$ cat config.mk
export PLATFORM = sky130hd
export DESIGN_NAME = div_period_meter
export DESIGN_NICKNAME = d
export VERILOG_FILES = /design/src/rtl/clk_div_pkg.sv /design/src/rtl/edge_det.sv /design/src/rtl/div_period_meter.sv
export SDC_FILE = /design/constraint.sdc
export NUM_CORES = 1
export LEC_CHECK = 0
export ABC_AREA = 1
export CORE_MARGIN = 1
export CORE_UTILIZATION = 60
export DETAILED_ROUTE_END_ITERATION = 10
export GPL_TIMING_DRIVEN = 0
export PLACE_DENSITY = 0.93
export SLEW_MARGIN = 10
export SYNTH_ARGS = -nofsm -noshare
export SYNTH_HDL_FRONTEND = slang
export SYNTH_SLANG_ARGS = --single-unit
$ cat constraint.sdc
create_clock -name clk -period 2.4 [get_ports clk]
set_input_delay 0.48 -clock clk [delete_from_list [all_inputs] [get_ports clk]]
set_output_delay 0.48 -clock clk [all_outputs]
set_load 0.03 [all_outputs]
$ cat src/rtl/clk_div_pkg.sv
// clk_div_pkg: shared types and constants for the clock divider and its monitors.
//   state_e     - period meter FSM states
//   DIV_DEFAULT - default divide ratio shared with the divider
//   sat_max     - all-ones value of a w-bit counter
package clk_div_pkg;
   typedef enum logic [1:0] {IDLE, MEASURE, LOCKED} state_e;
   localparam int DIV_DEFAULT = 16;
   function automatic int unsigned sat_max(input int unsigned w);
      return (w >= 32) ? 32'hffff_ffff : (32'd1 << w) - 32'd1;
   endfunction
endpackage

$ cat src/rtl/edge_det.sv
// edge_det: registers a same-clock flag and reports its rising/falling edges.
//   clk, rst - clock and synchronous active-high reset
//   d        - flag input
//   rise     - d is high now and was low last cycle
//   fall     - d is low now and was high last cycle
module edge_det (
   input  logic clk,
   input  logic rst,
   input  logic d,
   output logic rise,
   output logic fall
);
   logic flag_q, flag_d;
   logic mask_q, mask_d;
   always_comb begin
      flag_d = d;
      // remembers a flag that was already high at the reset edge so that
      // it is not mistaken for a rise in the first cycle after reset
      mask_d = rst & d;
      rise   = d & ~flag_q & ~mask_q;
      fall   = ~d & flag_q;
   end
   always_ff @(posedge clk) begin
      flag_q <= rst ? 1'b0 : flag_d;
      mask_q <= mask_d;
   end
endmodule

$ cat src/rtl/div_period_meter.sv
// div_period_meter: measures period and high time of a divider flag and checks lock.
//   clk, rst   - clock and synchronous active-high reset
//   en         - measurement enable, 0 forces IDLE
//   flag_in    - divider output, synchronous to clk
//   period_out - last rising-to-rising period, period_vld strobes on update
//   high_out   - last measured high time
//   locked     - LOCK_N consecutive periods equal to EXP_DIV
//   mismatch   - strobe, measured period differs from EXP_DIV
//   timeout    - sticky, period counter saturated without an edge
module div_period_meter
   import clk_div_pkg::*;
#(
   parameter int CNT_W   = 16,
   parameter int EXP_DIV = DIV_DEFAULT,
   parameter int LOCK_N  = 4
) (
   input  logic             clk,
   input  logic             rst,
   input  logic             en,
   input  logic             flag_in,
   output logic [CNT_W-1:0] period_out,
   output logic             period_vld,
   output logic [CNT_W-1:0] high_out,
   output logic             locked,
   output logic             mismatch,
   output logic             timeout
);
   localparam logic [CNT_W-1:0] MAX    = CNT_W'(sat_max(CNT_W));
   localparam logic [CNT_W-1:0] EXP    = CNT_W'(EXP_DIV);
   localparam int               MW     = $clog2(LOCK_N + 1);
   localparam logic [MW-1:0]    LOCK_M = MW'(LOCK_N);

   if (EXP_DIV < 2 || $unsigned(EXP_DIV) > sat_max(CNT_W)) begin : g_bad_exp
      $error("EXP_DIV does not fit in CNT_W bits or is below 2");
   end
   if (LOCK_N < 1) begin : g_bad_lock
      $error("LOCK_N must be at least 1");
   end

   logic             rise, fall;
   state_e           state_q, state_d;
   logic [CNT_W-1:0] cnt_q, cnt_d;
   logic [CNT_W-1:0] hcnt_q, hcnt_d;
   logic [CNT_W-1:0] period_q, period_d;
   logic [CNT_W-1:0] high_q, high_d;
   logic [MW-1:0]    match_q, match_d;
   logic             vld_q, vld_d;
   logic             mis_q, mis_d;
   logic             locked_q, locked_d;
   logic             timeout_q, timeout_d;

   edge_det u_edge (
      .clk  (clk),
      .rst  (rst),
      .d    (flag_in),
      .rise (rise),
      .fall (fall)
   );

   always_comb begin
      cnt_d     = rise ? CNT_W'(1) : (cnt_q == MAX) ? cnt_q : cnt_q + CNT_W'(1);
      hcnt_d    = rise ? CNT_W'(1) : (flag_in && hcnt_q != MAX) ? hcnt_q + CNT_W'(1) : hcnt_q;
      high_d    = (fall && en) ? hcnt_q : high_q;
      state_d   = state_q;
      period_d  = period_q;
      match_d   = match_q;
      vld_d     = 1'b0;
      mis_d     = 1'b0;
      locked_d  = locked_q;
      timeout_d = timeout_q;
      if (!en) begin
         state_d  = IDLE;
         locked_d = 1'b0;
         match_d  = '0;
      end else if (state_q == IDLE) begin
         // the first edge only re-arms: there is no previous edge to measure from
         if (rise) begin
            state_d   = MEASURE;
            timeout_d = 1'b0;
         end
      end else if (rise) begin
         // a rise in the saturation cycle is still a valid (long) period
         period_d = cnt_q;
         vld_d    = 1'b1;
         if (cnt_q == EXP) begin
            match_d = (match_q == LOCK_M) ? match_q : match_q + MW'(1);
            if (match_d == LOCK_M) begin
               state_d  = LOCKED;
               locked_d = 1'b1;
            end
         end else begin
            match_d  = '0;
            mis_d    = 1'b1;
            locked_d = 1'b0;
            state_d  = MEASURE;
         end
      end else if (cnt_q == MAX) begin
         timeout_d = 1'b1;
         locked_d  = 1'b0;
         match_d   = '0;
         state_d   = IDLE;
      end
   end

   always_ff @(posedge clk) begin
      if (rst) begin
         state_q   <= IDLE;
         cnt_q     <= '0;
         hcnt_q    <= '0;
         period_q  <= '0;
         high_q    <= '0;
         match_q   <= '0;
         vld_q     <= 1'b0;
         mis_q     <= 1'b0;
         locked_q  <= 1'b0;
         timeout_q <= 1'b0;
      end else begin
         state_q   <= state_d;
         cnt_q     <= cnt_d;
         hcnt_q    <= hcnt_d;
         period_q  <= period_d;
         high_q    <= high_d;
         match_q   <= match_d;
         vld_q     <= vld_d;
         mis_q     <= mis_d;
         locked_q  <= locked_d;
         timeout_q <= timeout_d;
      end
   end

   assign period_out = period_q;
   assign period_vld = vld_q;
   assign high_out   = high_q;
   assign locked     = locked_q;
   assign mismatch   = mis_q;
   assign timeout    = timeout_q;
endmodule

==> qor.csv <==
stage,metric,value,unit
floorplan,rows,27,
pwr,combinationalPowerShare,0.067,
layout,n_antenna_cell,0,
setup_path,cp-start-kind,input pin,
run,cap_violations,0,
pwr,seqPwrFrac,0.521,
pwr,swShare,0.2616,
placement,placed_cells,599,
placement,place.gp.congestion,0.9451,
sta,setup_violations,0,
detailed_routing,finalWirelength,8910,um
detailed_routing,drt_iter0_markers,448,
placement,dpl_worst_slack,60.69,ps
synth,ys_seq_elements,75,
synth,yosysSeqAreaShare,0.4261,
detailed_routing,drtPass1Iterations,5,
floorplan,die_y,78.63,um
sta,period_share,0.8400,
setup_path,rr_startpoint,hcnt_q[1],
pwr,internal_power,1.818,mW
worst_hold_path,min_path_cells,2,
setup_path,critPathKind,in -> reg,
setup_path,reg2regPathDepth,9,
sta,worst_pin_slew,413.4,ps
setup_path,cp_data_required_time,2640,ps
setup_path,reg2reg_slack,570,ps
setup_path,r2r_end,hcnt_q[1],
pwr,switching_power,0.6440,mW
sta,rsz0062_at_grt,no,
sta,final.setup.worst_slack,383.9,ps
global_route,grt_max_degree,16,
cts,cts.path.max_buffers,2,
layout,layout_commonest_cell,nand2_1,
synth,netlist_area,3523,um2
floorplan,io_pins,40,
sta,maxSlewHeadroom,0.7223,
floorplan,initial_utilization,0.6321,
cts,clock_sink_count,75,
worst_hold_path,hp-start,locked,
cts,htreeDepth,3,
cts,cts_resized,0,
detailed_routing,drcViolationCount,0,
placement,portBuffers,38,
pwr,ir_drop,0.4025,mV
sta,drv_slew,0,
status,status,"finished, final reports clean",
cts,cts_buffers,9,
sta,fin_crit,2016,ps
worst_hold_path,min_to,locked,
layout,drive_gt1_frac,0.09208,
floorplan,core,5574,um2
detailed_routing,drtAntennaViolNets,0,
sta,whs,467.1,ps
floorplan,die-area,6183,um2
sta,finalSetupTns,0,ps
cts,cts_tree,built,
layout,fin_util,0.7538,
synth,synthCells,489,
floorplan,fp.dieW,78.63,um
placement,dpl.hpwl,6598,um
sta,hold_violations,0,
detailed_routing,via_count,3518,
layout,final_cell_mix,"nand2_1 (87), dfxtp_1 (75), inv_1 (54)",
pwr,p_clk_frac,0.413,
layout,multiInputGateArea,1705,um2
pwr,p_leak,1.574,nW
cts,clkTransAtPathRegs,90,ps
sta,fin_worst_skew,11.64,ps
global_route,grt_pass1_wl,14780,um
layout,nFillCells,427,
cts,cts_root_buffer,clkbuf_8,
setup_path,end_kind,register,
setup_path,worstPathMaxFanout,10,
cts,cts_post_setup_buffers_inserted,0,
pwr,power_density,585.9,nW/um2
cts,insertion_delay,360,ps
global_route,grt_overflow,0,
cts,cts-hold-fix-buffers,0,
setup_path,cp.arrival,2260,ps
global_route,grt.total_usage,0.3082,
worst_hold_path,hold_class,reg -> reg,
global_route,grt_pass1_vias,3110,
synth,ys_types,29,
detailed_routing,drt-vias-per-instance,5.720,
layout,fin_nets,549,
sta,max_freq,496.0,MHz
global_route,antenna_found_initial,0,
synth,yosys_warnings,0,
synth,synth_fp_nets,500,
layout,stdcell_count,615,
layout,register_area,1501,um2
detailed_routing,wl_per_cell,14.49,um
layout,area_delta_synth_final,19.25,%
synth,avgSynthCellArea,7.205,um2
-- synthesized netlist by cell type --
cell type  count  area share
a31oi_1        8       0.014
nand2_1       87       0.093
clkinv_1       1      0.0011
inv_1         54       0.058
o21a_1         1      0.0021
nand3_2        2      0.0057
o21ai_1       16       0.023
clkbuf_1       6      0.0064
nand2_2        8       0.014
nor2_1        51       0.054
a211oi_1       1      0.0021
nand3_1       31       0.044
ha_1           7       0.025
buf_6          4       0.013
dfxtp_1       75        0.43
xnor2_1        1      0.0025
nor3b_1        1      0.0021
nor3_1        16       0.023
nor3_4         1      0.0046
xor2_1        10       0.025
nand4_1        5      0.0089
nor2_2         5      0.0089
o21ai_0       34       0.048
nor2_4         3      0.0096
nor3_2         1      0.0028
buf_2          4      0.0057
a21oi_1       49       0.070
inv_2          6      0.0064
nand3b_1       1      0.0021
-- state kept, by name, indices dropped and copies added, names as in the netlist, 2 cells and up --
| signal | flops |
|---|---|
| period_out | 16 |
| hcnt_q | 16 |
| match_q | 3 |
| cnt_q | 16 |
| state_q | 2 |
| high_out | 16 |
-- cells by family (layout without fill, tap and decap cells) --
family,after synthesis,in the layout,synth area share
AND/OR/NAND/NOR,212,212,0.2727
buffers and inverters,75,129,0.08984
AO/OA/AOI/OAI,109,109,0.1591
adder cells (fa/ha/maj),7,7,0.02486
XOR/XNOR,11,11,0.02734
flip-flops,75,75,0.4261
-- metal layers --
layer / track usage / part of all wire / wire, um / up-vias
met5: 0 / 0 / 0 / -
met4: 0.1185 / 0.021 / 185 / 0
met3: 0.04070 / 0.070 / 626 / 19
met2: 0.4957 / 0.46 / 4099 / 179
met1: 0.4174 / 0.45 / 3998 / 1623
li1: - / - / - / 1697
-- area by class of cell --
type,count,area share
Multi-Input combinational cell,339,0.4059
Timing Repair Buffer,38,0.09053
Buffer,14,0.02085
Sequential cell,75,0.3574
Clock inverter,7,0.01995
Tap cell,72,0.02144
Inverter,61,0.05450
Clock buffer,9,0.02948
-- per-stage QoR --
stage,power (mW),area [um2]
2_1_floorplan,1.414,3523
3_3_place_gp,1.466,3994
3_5_place_dp,1.472,3994
4_1_cts,2.458,4202
5_1_grt,2.538,4202
6_report,2.462,4202
-- worst max-delay path by stage --
stage / from / endpoint / slack, ps / cells past startpoint
after global routing: flag_in / high_out[13] / 290 / 7
after CTS: flag_in / high_out[13] / 410 / 7
after global placement: flag_in / timeout / 130 / 10
final: flag_in / high_out[13] / 380 / 7
after detailed placement: flag_in / high_out[13] / 60 / 7
after floorplan: flag_in / timeout / 850 / 9
-- critical path, stage by stage --
cell and delay (ps):
clkdlybuf4s50_1 560, inv_2 80, nand3_1 230, clkinv_1 290, clkbuf_1 280, o21ai_0 270
a21oi_1 70
-- power groups by stage --
stage / logic, mW / clock network, mW / registers (mW)
finish: 0.164 / 1.02 / 1.28
CTS: 0.163 / 1.01 / 1.28
global route: 0.179 / 1.08 / 1.28
floorplan: 0.0874 / 0 / 1.33
detailed placement: 0.162 / 0 / 1.31
global placement: 0.157 / 0 / 1.31
(Power assumes the default switching activity.)
